==> src/rtl/ring_req_upload.sv <==
// Request upload stage: buffers whole multi-flit messages in a small
// circular queue and serialises them one flit per grant into the ring FIFO.
module ring_req_upload #(
  parameter int FLIT_W    = 16,
  parameter int MAX_FLITS = 11,
  parameter int DEPTH     = 2,
  parameter int LEN_W     = 4
) (
  input  logic                        clk,
  input  logic                        rst,
  input  logic [FLIT_W*MAX_FLITS-1:0] msg_flits,
  input  logic                        v_msg_flits,
  input  logic [LEN_W-1:0]            msg_len,
  input  logic                        req_fifo_rdy,
  output logic [FLIT_W-1:0]           flit_out,
  output logic                        v_flit_out,
  output logic                        flit_tail,
  output logic                        upload_full,
  output logic                        upload_busy,
  output logic                        err_len
);

  localparam int MSG_W = FLIT_W * MAX_FLITS;
  localparam int PTR_W = (DEPTH > 1) ? $clog2(DEPTH) : 1;
  localparam int CNT_W = $clog2(DEPTH + 1);
  localparam logic [PTR_W-1:0] PTR_LAST = PTR_W'(DEPTH - 1);
  localparam logic [CNT_W-1:0] CNT_FULL = CNT_W'(DEPTH);
  localparam logic [LEN_W:0]   LEN_MAX  = (LEN_W + 1)'(MAX_FLITS);

  logic [MSG_W-1:0]  data_q [DEPTH];
  logic [LEN_W-1:0]  len_q  [DEPTH];
  logic [PTR_W-1:0]  wr_ptr_q, wr_ptr_d;
  logic [PTR_W-1:0]  rd_ptr_q, rd_ptr_d;
  logic [CNT_W-1:0]  cnt_q, cnt_d;
  logic [LEN_W-1:0]  idx_q, idx_d;
  logic [FLIT_W-1:0] flit_q, flit_d;
  logic              vld_q, vld_d;
  logic              tail_q, tail_d;
  logic              err_q, err_d;

  logic              full, busy, len_ok;
  logic              load, send, last;
  logic [MSG_W-1:0]  head;
  logic [LEN_W-1:0]  head_len;
  logic [FLIT_W-1:0] flits [MAX_FLITS];

  always_comb begin
    head     = data_q[rd_ptr_q];
    head_len = len_q[rd_ptr_q];
    for (int i = 0; i < MAX_FLITS; i++) begin
      flits[i] = head[MSG_W-1-FLIT_W*i -: FLIT_W];
    end
  end

  always_comb begin
    full   = (cnt_q == CNT_FULL);
    busy   = (cnt_q != '0);
    len_ok = (msg_len != '0) && ({1'b0, msg_len} <= LEN_MAX);
    // a full queue ignores the source silently; it must hold the message
    load   = v_msg_flits && !full && len_ok;
    send   = req_fifo_rdy && busy;
    last   = (idx_q == head_len - 1'b1);

    wr_ptr_d = wr_ptr_q;
    rd_ptr_d = rd_ptr_q;
    idx_d    = idx_q;
    flit_d   = flit_q;
    vld_d    = 1'b0;
    tail_d   = 1'b0;
    err_d    = v_msg_flits && !full && !len_ok;

    if (load) begin
      wr_ptr_d = (wr_ptr_q == PTR_LAST) ? '0 : wr_ptr_q + 1'b1;
    end

    if (send) begin
      flit_d = flits[idx_q];
      vld_d  = 1'b1;
      tail_d = last;
      if (last) begin
        idx_d    = '0;
        rd_ptr_d = (rd_ptr_q == PTR_LAST) ? '0 : rd_ptr_q + 1'b1;
      end else begin
        idx_d = idx_q + 1'b1;
      end
    end

    cnt_d = cnt_q + CNT_W'(load) - CNT_W'(send && last);
  end

  always_ff @(posedge clk or negedge rst) begin
    if (!rst) begin
      wr_ptr_q <= '0;
      rd_ptr_q <= '0;
      cnt_q    <= '0;
      idx_q    <= '0;
      flit_q   <= '0;
      vld_q    <= 1'b0;
      tail_q   <= 1'b0;
      err_q    <= 1'b0;
      for (int i = 0; i < DEPTH; i++) begin
        data_q[i] <= '0;
        len_q[i]  <= '0;
      end
    end else begin
      wr_ptr_q <= wr_ptr_d;
      rd_ptr_q <= rd_ptr_d;
      cnt_q    <= cnt_d;
      idx_q    <= idx_d;
      flit_q   <= flit_d;
      vld_q    <= vld_d;
      tail_q   <= tail_d;
      err_q    <= err_d;
      if (load) begin
        data_q[wr_ptr_q] <= msg_flits;
        len_q[wr_ptr_q]  <= msg_len;
      end
    end
  end

  assign flit_out    = flit_q;
  assign v_flit_out  = vld_q;
  assign flit_tail   = tail_q;
  assign upload_full = full;
  assign upload_busy = busy;
  assign err_len     = err_q;

endmodule

==> config.mk <==
export PLATFORM = sky130hd
export DESIGN_NAME = ring_req_upload
export DESIGN_NICKNAME = d
export VERILOG_FILES = /design/src/rtl/ring_req_upload.sv
export SDC_FILE = /design/constraint.sdc
export NUM_CORES = 1
export LEC_CHECK = 0
export ABC_AREA = 1
export CAP_MARGIN = 10
export CORE_MARGIN = 5
export CORE_UTILIZATION = 64
export CTS_BUF_LIST = sky130_fd_sc_hd__clkbuf_8
export CTS_CLUSTER_DIAMETER = 200
export DETAILED_ROUTE_END_ITERATION = 16
export PLACE_DENSITY = 0.88
export SYNTH_ARGS = -nofsm -noshare
export SYNTH_HDL_FRONTEND = slang
export SYNTH_SLANG_ARGS = --single-unit
==> constraint.sdc <==
create_clock -name clk -period 7.1 [get_ports clk]
set_input_delay 2.13 -clock clk [delete_from_list [all_inputs] [get_ports clk]]
set_output_delay 2.13 -clock clk [all_outputs]
set_load 0.05 [all_outputs]
; ---- Word level (Yosys, flattened, before mapping)
; Index checks and enable logic that the tools add are counted.
[word_totals]
word_cells = 60
ff_bits = 387
[classes]
n_eq_ne = 2
n_mux = 20
n_reduce_logical = 12
bitwise_logic = 3
order_cmp = 5
addsub = 6
[ops]
columns = op, n
row1 = 176-bit 2-to-1 mux, 4
row2 = 352-bit bitwise mux, 1
row3 = 176-bit demux with 1-bit select, 1
row4 = 16-bit binary-select mux with 4-bit select, 1
row5 = 16-bit 2-to-1 mux, 2
row6 = 4-bit 2-to-1 mux, 5
row7 = 8-bit bitwise mux, 1
row8 = 1-bit logical AND, 7
row9 = "5-bit >= comparator, second input constant", 1
row10 = 4-bit NOT with 5-bit output, 1
row11 = "4-bit by 1-bit adder with 4-bit output, second input constant", 1
row12 = 4-bit demux with 1-bit select, 1
row13 = 4-bit equality test, 1
row14 = "2-bit >= comparator, second input constant", 2
row15 = "4-bit less-or-equal comparator, second input constant", 1
row16 = 1-bit 2-to-1 mux, 4
row17 = 1-bit NOT with 2-bit output, 2
row18 = 4-bit nonzero test, 1
row19 = "4-bit by 1-bit subtractor with 4-bit output, second input constant", 1
row20 = "1-bit adder, second input constant", 2
row21 = 2-bit by 1-bit adder with 2-bit output, 1
row22 = "2-bit equality test, second input constant", 1
row23 = 1-bit logical NOT, 2
row24 = "2-bit by 1-bit < comparator with 1-bit output, second input constant", 1
row25 = 3 further kinds, 3

; ---- Depth between registers and ports, before layout
; Gate-level depths: netlist of run 1.
[depth]
depth_word = 8
mapped_depth = 15

; ---- Worst setup path before layout of run 1
; No wires, ideal clock.
[synth_path]
path_kind = input to register
from = input port req_fifo_rdy
to = register cnt_q[1]
arrival_ns = 3.192
cell_stages = 8
t_required_ns = 6.971
setup_slack_ns = 3.779
path_buffers = 0
setup_time_ns = 0.129
path_cell_list = o21a_1 > nand3_1 > inv_1 > ha_1 > inv_1 > ha_1 > xnor2_1 > xor2_1
[synth_via]
elab_chain_len = 3
[synth_rtl]
columns = item, line
row1 = "start, declared", 14  ; input logic req_fifo_rdy,
row2 = 1-bit logical AND, 61  ; send = req_fifo_rdy && busy;
row3 = 1-bit logical AND, 88  ; cnt_d = cnt_q + CNT_W'(load) - CNT_W'(send && last);
row4 = 2-bit by 1-bit subtractor with 2-bit output, 88
row5 = net cnt_d[1], 34  ; logic [CNT_W-1:0] cnt_q, cnt_d;
row6 = "end signal, assigned", 108  ; cnt_q <= cnt_d;
row7 = "end, declared", 34
; The timed path passes the listed nets, and every way through them passes these cells.
; A chain may end at the register's enable or synchronous reset.

; ---- Final worst setup path of run 1
[layout_path]
from = register cnt_q[0]
to = output port upload_busy
[layout_via]
elab_chain_len = 1
[layout_rtl]
columns = item, line
row1 = 2-bit nonzero test, 57  ; busy = (cnt_q != '0);
row2 = "end, declared", 19  ; output logic upload_busy,
; Every way passes these cells.

==> run metrics, run 1 <==
status completed; area share of the largest cell type after synthesis 48.9%; relative max-transition margin 23.8%; Initial Util 64.8%; total setup buffers inserted after CTS 0; # Max-Cap Violations 0; number of buffers created by CTS 61; Vias 17.1k; gpl congestion 0.896; via count of the first global-routing pass 16.6k; type of the worst setup path flop to output port; worst r2r src rd_ptr_q; hold violation total from the final report 0; post-synthesis instance total 2603; sink count of the clock tree 387; dominant register cell in the synthesized netlist sky130_fd_sc_hd__dfrtp_1; number of storage elements in the synthesis netlist 387; I/O pin total 205; slowest cell delay on critical path 0.71 ns; Crit Reg-Reg Endpoint cnt_q[1]; Total Die Area 34600 um2; synth cell count leaders sky130_fd_sc_hd__nand2_1, sky130_fd_sc_hd__inv_1, sky130_fd_sc_hd__dfrtp_1; Antenna Cells 0; Max Clk Rate 240 MHz; data required time at the worst endpoint 4.97 ns; floorplan die width 186 um; Synth Area per Inst 7.61 um2; Iter 0 DRT Violations 1992; number of antenna violations at the first check in global routing 0; final non-filler cell total 3180; die extent in y 186 um; synthesized netlist net count 2791; share of the clock period used by the worst path after layout 58.7%; minimum period implied by the final worst setup slack 4.17 ns; count of antenna-violating nets left after detailed routing 0; post-DP HPWL 33400 um; final setup TNS 0 ns; power per cell area 455 nW/um2; CTS clk-pin slew, worst paths 0.06 ns; Worst R2R Setup Slack 3.04 ns; Pre-Repair DR Iteration Count 8; first element of the critical path cnt_q[0]; total track usage 29.8%; layout cell share with drive strength beyond 1 10.5%; Clock Tree Root sky130_fd_sc_hd__clkbuf_8; number of buffers inserted by hold repair at cts 0; share of flip-flops with an asynchronous set or reset 100%; total standard cell area after synthesis 19800 um2; Worst Path Max Fanout 5; slowest library cell on the worst path sky130_fd_sc_hd__clkdlybuf4s50_1; relative area change from synthesis to final layout 15.6%; final routed wire length divided by cell count 16.2 um; Port Buffers 204; Rows 64; largest net degree at the start of global routing 192; max-slew violation count 0; register area share after synthesis 48.9%; post-cts repair resize count 0; distinct cell type count of the synthesized netlist 28; first-pass GRT wire length 82900 um; signal arrival time at the worst endpoint 2.04 ns; Finish-stage setup viols 0; yosys warns 0; Worst Setup End Kind output port; IR drop worst, VDD 0.324 mV; leading post-synthesis cells by cell area sky130_fd_sc_hd__dfrtp_1, sky130_fd_sc_hd__nand2_1, sky130_fd_sc_hd__inv_1; number of H-tree levels 2; transition time at the pin with the least slew margin 1.14 ns; largest area contributor in the synthesized netlist sky130_fd_sc_hd__dfrtp_1; number of remaining DRC errors 0; overflow left after global routing 0; Routed WL 51500 um; Tightest Hold Check Type flop to flop; final setup skew 0.0176 ns; dpl cells 3068; Core ar. 30600 um2; unrepaired setup endpoints after global routing false; Worst Reg2Reg Path Length in Cells 13; clock latency on the worst-skew pair 0.61 ns; crit path to upload_busy; count of flip-flops with a built-in enable after synthesis 0; Worst setup SP type flop; Via-to-Cell Ratio 5.37; clock tree from TritonCTS built; static leakage 12.4 nW; maximum number of buffers from clock root to sink 3; net count reported at finish 2923; sequence of cells on the critical path or2_2 > clkdlybuf4s50_1; cell with the most instances after synthesis sky130_fd_sc_hd__nand2_1
## worst max-delay path: cells and delay by family, from the launching register on
| kind | cells | cell delay [ns] |
|---|---|---|
| simple gates | 1 | 0.29 |
| buf+inv | 1 | 0.71 |
| flops | 1 | 0.43 |
## per-layer routing
| metal | part of all wire, % | vias to the layer above | track usage, % |
|---|---|---|---|
| li1 | - | 8166 | - |
| met1 | 40 | 8030 | 41.2 |
| met2 | 48 | 745 | 48.0 |
| met3 | 7.7 | 124 | 4.81 |
| met4 | 3.8 | 0 | 11.4 |
| met5 | 0 | - | 0 |
## stage by stage
step           util (%)  power [mW]  cell area (um2)  hold WS [ns]  worst slack, ns
3_3_place_gp       70.8        8.20            21700         0.463             2.54
4_1_cts            74.9        10.4            22900         0.483             2.90
6_report           74.9        10.4            22900         0.480             2.93
5_1_grt            74.9        11.2            22900         0.497             2.78
3_5_place_dp       70.8        8.45            21700         0.467             2.46
2_1_floorplan         -        7.18            19800         0.451             3.78
## cells in the final DEF, fill, tap and decap left out
| cell | n |
|---|---|
| sky130_fd_sc_hd__o21a_1 | 1 |
| sky130_fd_sc_hd__dfrtp_1 | 385 |
| sky130_fd_sc_hd__or2_2 | 17 |
| sky130_fd_sc_hd__or2_4 | 1 |
| sky130_fd_sc_hd__o21ai_0 | 182 |
| sky130_fd_sc_hd__inv_4 | 1 |
| sky130_fd_sc_hd__nand2_1 | 855 |
| sky130_fd_sc_hd__inv_2 | 8 |
| sky130_fd_sc_hd__a21oi_1 | 33 |
| sky130_fd_sc_hd__clkinv_2 | 9 |
| sky130_fd_sc_hd__bufinv_16 | 2 |
| sky130_fd_sc_hd__clkbuf_8 | 77 |
| sky130_fd_sc_hd__nor2_4 | 2 |
| sky130_fd_sc_hd__nor2_1 | 20 |
| sky130_fd_sc_hd__buf_12 | 4 |
| sky130_fd_sc_hd__o21ai_2 | 112 |
| sky130_fd_sc_hd__ha_1 | 4 |
| sky130_fd_sc_hd__nand3_1 | 199 |
| sky130_fd_sc_hd__dfrtp_4 | 1 |
| sky130_fd_sc_hd__buf_4 | 11 |
| sky130_fd_sc_hd__nand4_1 | 1 |
| sky130_fd_sc_hd__dfrtp_2 | 1 |
| sky130_fd_sc_hd__xnor2_1 | 2 |
| sky130_fd_sc_hd__o211ai_1 | 17 |
| sky130_fd_sc_hd__buf_8 | 1 |
| sky130_fd_sc_hd__clkdlybuf4s50_1 | 203 |
| sky130_fd_sc_hd__clkinvlp_4 | 2 |
| sky130_fd_sc_hd__nand2_2 | 41 |
| sky130_fd_sc_hd__nand2_8 | 1 |
| sky130_fd_sc_hd__o21ai_1 | 70 |
| sky130_fd_sc_hd__clkinv_1 | 3 |
| sky130_fd_sc_hd__inv_1 | 511 |
| sky130_fd_sc_hd__xor2_1 | 6 |
| sky130_fd_sc_hd__nand4_2 | 1 |
## cell families after synthesis
| kind of cell | Yosys count | share of synthesized area [%] |
|---|---|---|
| flops | 387 | 48.9 |
| fa+ha+maj | 4 | 0.253 |
| simple gates | 1138 | 23.7 |
| xor+xnor | 8 | 0.354 |
| compound gates | 415 | 12.8 |
| buf+inv | 651 | 14.0 |
## where the power goes
group	internal [mW]	switching (mW)	leakage [nW]
Clock	1.04	0.884	0.735
Combinational	1.59	2.98	6.78
Sequential	3.22	0.719	4.84
Total	5.86	4.58	12.4
## final cells by class
cell class	instances	area (um2)
fillers	2180	7670
well taps	396	495
inverters	501	1880
clock buffers	77	1060
multi-input cells	1565	7380
flip-flops and latches	387	9690
clock inverters	35	203
repair buffers	219	2210
## registers in the layout, summed over array words and instances (netlist names)
name,count
cnt_q,2
data_q,352
err_len,1
flit_out,16
flit_tail,1
idx_q,4
len_q,8
rd_ptr_q,1
v_flit_out,1
wr_ptr_q,1
## how the worst min path moves through the flow
stage | startpoint | endpoint | slack, ns | depth (start not counted)
2_1_floorplan | data_q[176] | data_q[176] | 0.45 | 2
3_3_place_gp | data_q[177] | data_q[177] | 0.46 | 2
3_5_place_dp | data_q[180] | data_q[180] | 0.47 | 2
4_1_cts | data_q[265] | data_q[265] | 0.48 | 2
5_1_grt | data_q[266] | data_q[266] | 0.50 | 2
6_report | data_q[265] | data_q[265] | 0.48 | 2
Power figures use the tool's default switching activity.
==> run 2, diff against run 1 <==
--- a/config.mk
+++ b/config.mk
@@ -8,11 +8,11 @@
 export ABC_AREA = 1
 export CAP_MARGIN = 10
 export CORE_MARGIN = 5
-export CORE_UTILIZATION = 64
+export CORE_UTILIZATION = 54
 export CTS_BUF_LIST = sky130_fd_sc_hd__clkbuf_8
 export CTS_CLUSTER_DIAMETER = 200
 export DETAILED_ROUTE_END_ITERATION = 16
-export PLACE_DENSITY = 0.88
+export PLACE_DENSITY = 0.79
 export SYNTH_ARGS = -nofsm -noshare
 export SYNTH_HDL_FRONTEND = slang
 export SYNTH_SLANG_ARGS = --single-unit
==> constraint.sdc (replaced) <==
create_clock -name clk -period 3.4 [get_ports clk]
set_input_delay 1.02 -clock clk [delete_from_list [all_inputs] [get_ports clk]]
set_output_delay 1.02 -clock clk [all_outputs]
set_load 0.05 [all_outputs]
==> run 2 against run 1 <==
Net effect:
- non-clock buffer count rose by 32
- via count barely moved
- final cell count rose by 3.4%
- combinational power rose by 120%
- clock skew rose by 0.0023 ns
- flip-flop and latch count did not move
- power rose by 110%
- critical path type unchanged
- critical endpoint unchanged
==> run metrics, run 2 (synthesized netlist as in run 1, its figures left out) <==
status completed; Via-to-Cell Ratio 5.19; number of buffers inserted by hold repair at cts 0; sink count of the clock tree 387; final setup skew 0.0199 ns; number of remaining DRC errors 0; met1 demand-to-capacity share in global routing 34.8%; count of antenna-violating nets left after detailed routing 0; power per cell area 941 nW/um2; number of flip-flops in the largest register 352; I/O pin total 205; total setup buffers inserted after CTS 0; layout cell share with drive strength beyond 1 11.4%; total track usage 26.5%; clock tree from TritonCTS built; minimum period implied by the final worst setup slack 3.04 ns; number of antenna violations at the first check in global routing 0; Tightest Hold Check Type input pin to async pin; sequence of cells on the critical path or2_2 > clkdlybuf4s50_1; static leakage 12.6 nW; global route hottest layer met2; Worst Setup End Kind output port; most common library cell in the layout ignoring fill and taps sky130_fd_sc_hd__nand2_1; post-cts repair resize count 0; clock latency on the worst-skew pair 0.60 ns; Finish-stage setup viols 0; dpl cells 3172; final setup TNS 0 ns; final non-filler cell total 3289; Pre-Repair DR Iteration Count 6; net count reported at finish 2962; number of buffers created by CTS 68; CTS clk-pin slew, worst paths 0.06 ns; top register by number of flip-flops data_q; hold violation total from the final report 0; # Max-Cap Violations 0; Vias 17.1k; Antenna Cells 0; CP bufs+invs 1; Worst Path Max Fanout 5; data required time at the worst endpoint 2.38 ns; # fillers 3105; fraction of met2 tracks used by global routing 42.6%; overflow left after global routing 0; commonest non-fill, non-tap cells in the layout sky130_fd_sc_hd__nand2_1, sky130_fd_sc_hd__inv_1, sky130_fd_sc_hd__dfrtp_1; slowest cell delay on critical path 0.70 ns; relative area change from synthesis to final layout 18.4%; type of the worst setup path flop to output port; signal arrival time at the worst endpoint 2.02 ns; relative max-transition margin 28.3%; Routed WL 53800 um; floorplan die width 202 um; Initial Util 54.4%; slowest library cell on the worst path sky130_fd_sc_hd__clkdlybuf4s50_1; transition time at the pin with the least slew margin 1.07 ns; Iter 0 DRT Violations 1346; global-route met3 utilization 6.53%; register cell area after layout 9690 um2; Worst setup SP type flop; Core ar. 36400 um2; share of the clock period used by the worst path after layout 89.3%; Rows 70; final routed wire length divided by cell count 16.3 um; number of H-tree levels 3; combined area of the multi-input logic cells 7380 um2; maximum number of buffers from clock root to sink 3; largest net degree at the start of global routing 178; Port Buffers 204; gpl congestion 0.886; via count of the first global-routing pass 17.2k; post-DP HPWL 36500 um; IR drop worst, VDD 0.552 mV; cell family contributing the most delay on the critical path buffers and inverters; Clock Tree Root sky130_fd_sc_hd__clkbuf_8; die extent in y 202 um; Total Die Area 40600 um2; unrepaired setup endpoints after global routing false; Max Clk Rate 329 MHz; max-slew violation count 0; first-pass GRT wire length 88100 um
run 2: metal layers:
metal  routed length [um]  vias to the layer above  part of all wire [%]
li1                     -                     8247                     -
met1                22000                     8098                    41
met2                25500                      601                    47
met3                 4100                      130                   7.6
met4                 2140                        0                   4.0
met5                    0                        -                     0
run 2: report_power, final:
group          total, mW  switching, mW  internal (mW)
combinational       9.93           6.43           3.50
sequential          8.05           1.32           6.74
clock               4.10           1.88           2.22
run 2: final timing paths:
kind,start,endpoint,slack (ns),cells after the start
hold / removal,rst,data_q[143],0.47,1
max in group asynchronous,rst,data_q[54],2.10,2
setup / recovery,cnt_q[0],upload_busy,0.36,2
hold reg to reg,data_q[187],data_q[187],0.48,2
min in group clk,data_q[187],data_q[187],0.48,2
setup reg to reg,rd_ptr_q,cnt_q[1],0.53,12
run 2: cell type report:
| type | instances | share of cell area (%) |
|---|---|---|
| Clock buffer | 84 | 4.93 |
| Inverter | 501 | 8.02 |
| Clock inverter | 33 | 0.608 |
| Multi-Input combinational cell | 1565 | 31.4 |
| Timing Repair Buffer | 251 | 11.2 |
| Sequential cell | 387 | 41.3 |
| Tap cell | 468 | 2.49 |
run 2: per-stage QoR:
step	power [mW]	utilization (%)	hold WS, ns	setup WS [ns]	instance area, um2
after detailed placement	17.9	60.9	0.465	0.318	22200
after floorplan	15.0	-	0.451	0.934	19800
after global placement	17.5	60.9	0.461	0.366	22200
after CTS	22.1	64.4	0.481	0.319	23500
final	22.1	64.4	0.474	0.364	23500
after global routing	23.8	64.4	0.487	0.283	23500
run 2: worst register-to-register path, delay by kind of cell, from the launching register on:
kind            cells  cell delay, ns
compound gates      1            0.35
xor+xnor            4            0.64
fa+ha+maj           3            0.62
buf+inv             2            0.19
flops               1            0.58
simple gates        2            0.42
==> run 3, diff against run 2 <==
--- a/config.mk
+++ b/config.mk
@@ -5,12 +5,12 @@
 export SDC_FILE = /design/constraint.sdc
 export NUM_CORES = 1
 export LEC_CHECK = 0
-export ABC_AREA = 1
+export ABC_AREA = 0
 export CAP_MARGIN = 10
 export CORE_MARGIN = 5
-export CORE_UTILIZATION = 54
+export CORE_UTILIZATION = 53
 export CTS_BUF_LIST = sky130_fd_sc_hd__clkbuf_8
-export CTS_CLUSTER_DIAMETER = 200
+export CTS_CLUSTER_DIAMETER = 100
 export DETAILED_ROUTE_END_ITERATION = 16
 export PLACE_DENSITY = 0.79
 export SYNTH_ARGS = -nofsm -noshare
==> run 3 against run 2 <==
Net effect:
- hold slack worse by 0.028 ns
- synthesized area is 12% lower
- global-route usage is 3.2 points lower
- design area is 8.9% lower
==> run metrics, run 3 <==
final setup TNS 0 ns; leading post-synthesis cells by cell area sky130_fd_sc_hd__dfrtp_1, sky130_fd_sc_hd__mux2_1, sky130_fd_sc_hd__mux2_2; Final Util 65.5%; type of the worst setup path flop to output port; floorplan die width 192 um; Rows 66; Pre-Repair DR Iteration Count 5; share of flip-flops with an asynchronous set or reset 100%; combined area of the multi-input logic cells 7300 um2; final routed wire length divided by cell count 21.7 um; Worst Path Max Fanout 4; area share of the largest cell type after synthesis 55.3%; Core ar. 32600 um2; Max Clk Rate 321 MHz; total standard cell area after synthesis 17500 um2; hold violation total from the final report 0; number of antenna violations at the first check in global routing 4; count of flip-flops with a built-in enable after synthesis 0; relative area change from synthesis to final layout 22.1%; dominant register cell in the synthesized netlist sky130_fd_sc_hd__dfrtp_1; static leakage 9.02 nW; sequence of cells on the critical path nand2b_1 > inv_1 > clkdlybuf4s50_1; gpl congestion 0.852; clock tree from TritonCTS built; Worst Setup End Kind output port; final non-filler cell total 1938; largest net degree at the start of global routing 80; max-slew violation count 0; cell with the most instances after synthesis sky130_fd_sc_hd__dfrtp_1; minimum period implied by the final worst setup slack 3.12 ns; count of antenna-violating nets left after detailed routing 0; Via-to-Cell Ratio 5.67; unrepaired setup endpoints after global routing false; most common library cell in the layout ignoring fill and taps sky130_fd_sc_hd__dfrtp_1; data required time at the worst endpoint 2.38 ns; final setup skew 0.0297 ns; number of buffers created by CTS 67; Routed WL 42100 um; CTS clk-pin slew, worst paths 0.06 ns; Worst setup SP type flop; number of remaining DRC errors 0; post-route setup slack 0.282 ns; overflow left after global routing 0; relative max-transition margin 40.1%; commonest non-fill, non-tap cells in the layout sky130_fd_sc_hd__dfrtp_1, sky130_fd_sc_hd__clkdlybuf4s50_1, sky130_fd_sc_hd__mux2_1; Tightest Hold Check Type input pin to async pin; post-route total power 20.9 mW; post-synthesis instance total 1216; status completed; Finish-stage setup viols 0; dpl cells 1814; I/O pin total 205; Total Die Area 36800 um2; power per cell area 979 nW/um2; post-DP HPWL 29400 um; synth cell count leaders sky130_fd_sc_hd__dfrtp_1, sky130_fd_sc_hd__mux2_1, sky130_fd_sc_hd__mux2_2; number of flip-flops in the largest register 352; Port Buffers 204; # fillers 2381; Clock Tree Root sky130_fd_sc_hd__clkbuf_8; die extent in y 192 um; total track usage 23.3%; Iter 0 DRT Violations 539; slowest library cell on the worst path sky130_fd_sc_hd__clkdlybuf4s50_1; first-pass GRT wire length 66400 um; yosys warns 0; layout cell share with drive strength beyond 1 24.3%; synthesized netlist net count 1404; total setup buffers inserted after CTS 0; slowest cell delay on critical path 0.80 ns; Vias 11.0k; maximum number of buffers from clock root to sink 3; sink count of the clock tree 387; worst-case setup slack after placement 0.264 ns; # Max-Cap Violations 0; signal arrival time at the worst endpoint 2.10 ns; number of buffers inserted by hold repair at cts 0; net count reported at finish 1629; largest area contributor in the synthesized netlist sky130_fd_sc_hd__dfrtp_1; via count of the first global-routing pass 11.8k; number of storage elements in the synthesis netlist 387; Synth Area per Inst 14.4 um2; share of the clock period used by the worst path after layout 91.7%; post-cts repair resize count 0; register area share after synthesis 55.3%; register cell area after layout 9690 um2; clock latency on the worst-skew pair 0.60 ns; number of H-tree levels 3; top register by number of flip-flops data_q; transition time at the pin with the least slew margin 0.898 ns; distinct cell type count of the synthesized netlist 36; IR drop worst, VDD 0.433 mV; Initial Util 53.7%
run 3: final timing paths:
path,slack (ns),depth (start not counted),endpoint,startpoint
setup reg to reg,0.65,6,flit_out[8],rd_ptr_q
hold reg to reg,0.48,1,data_q[199],data_q[199]
setup / recovery,0.28,3,upload_full,cnt_q[0]
min in group clk,0.48,1,data_q[199],data_q[199]
max in group asynchronous,2.17,2,data_q[154],rst
hold / removal,0.45,1,data_q[0],rst
run 3: worst max-delay path, delay by kind of cell, from the launching register on:
family	cells	cell delay, ns
buf+inv	2	0.88
flops	1	0.39
simple gates	1	0.23
run 3: area by class of cell:
class / count / area share (%)
Timing Repair Buffer: 236 / 11.5
Inverter: 4 / 0.0702
Clock buffer: 86 / 5.54
Antenna cell: 1 / 0.0117
Tap cell: 442 / 2.59
Clock inverter: 37 / 0.813
Sequential cell: 387 / 45.3
Multi-Input combinational cell: 745 / 34.1
run 3: metal layers:
layer,vias to the layer above,part of all wire [%],track usage [%]
met5,-,0.098,0
met4,6,3.5,9.78
met3,84,6.3,4.91
met2,362,46,35.9
met1,5614,44,32.5
li1,4921,-,-
run 3: cells by family (layout without fill, tap and decap cells):
kind of cell / count (synthesis) / count (layout) / share of synthesized area (%)
fa+ha+maj: 4 / 4 / 0.286
simple gates: 96 / 96 / 2.60
xor+xnor: 10 / 10 / 0.500
buf+inv: 84 / 363 / 3.10
flops: 387 / 387 / 55.3
mux: 502 / 502 / 33.5
other cells: 0 / 1 / 0
compound gates: 133 / 133 / 4.74
run 3: per-stage QoR:
stage	area, um2	hold slack [ns]
floorplan	17500	0.452
global placement	20000	0.462
detailed placement	20000	0.471
CTS	21400	0.434
global route	21400	0.465
finish	21400	0.446
run 3: where the power goes:
group          internal [mW]  switching [mW]  total (mW)  leakage, nW
Sequential              6.99            1.29        8.28         4.57
Combinational           4.25            4.25        8.49         3.67
Clock                   2.28            1.88        4.16        0.782
Total                   13.5            7.41        20.9         9.02
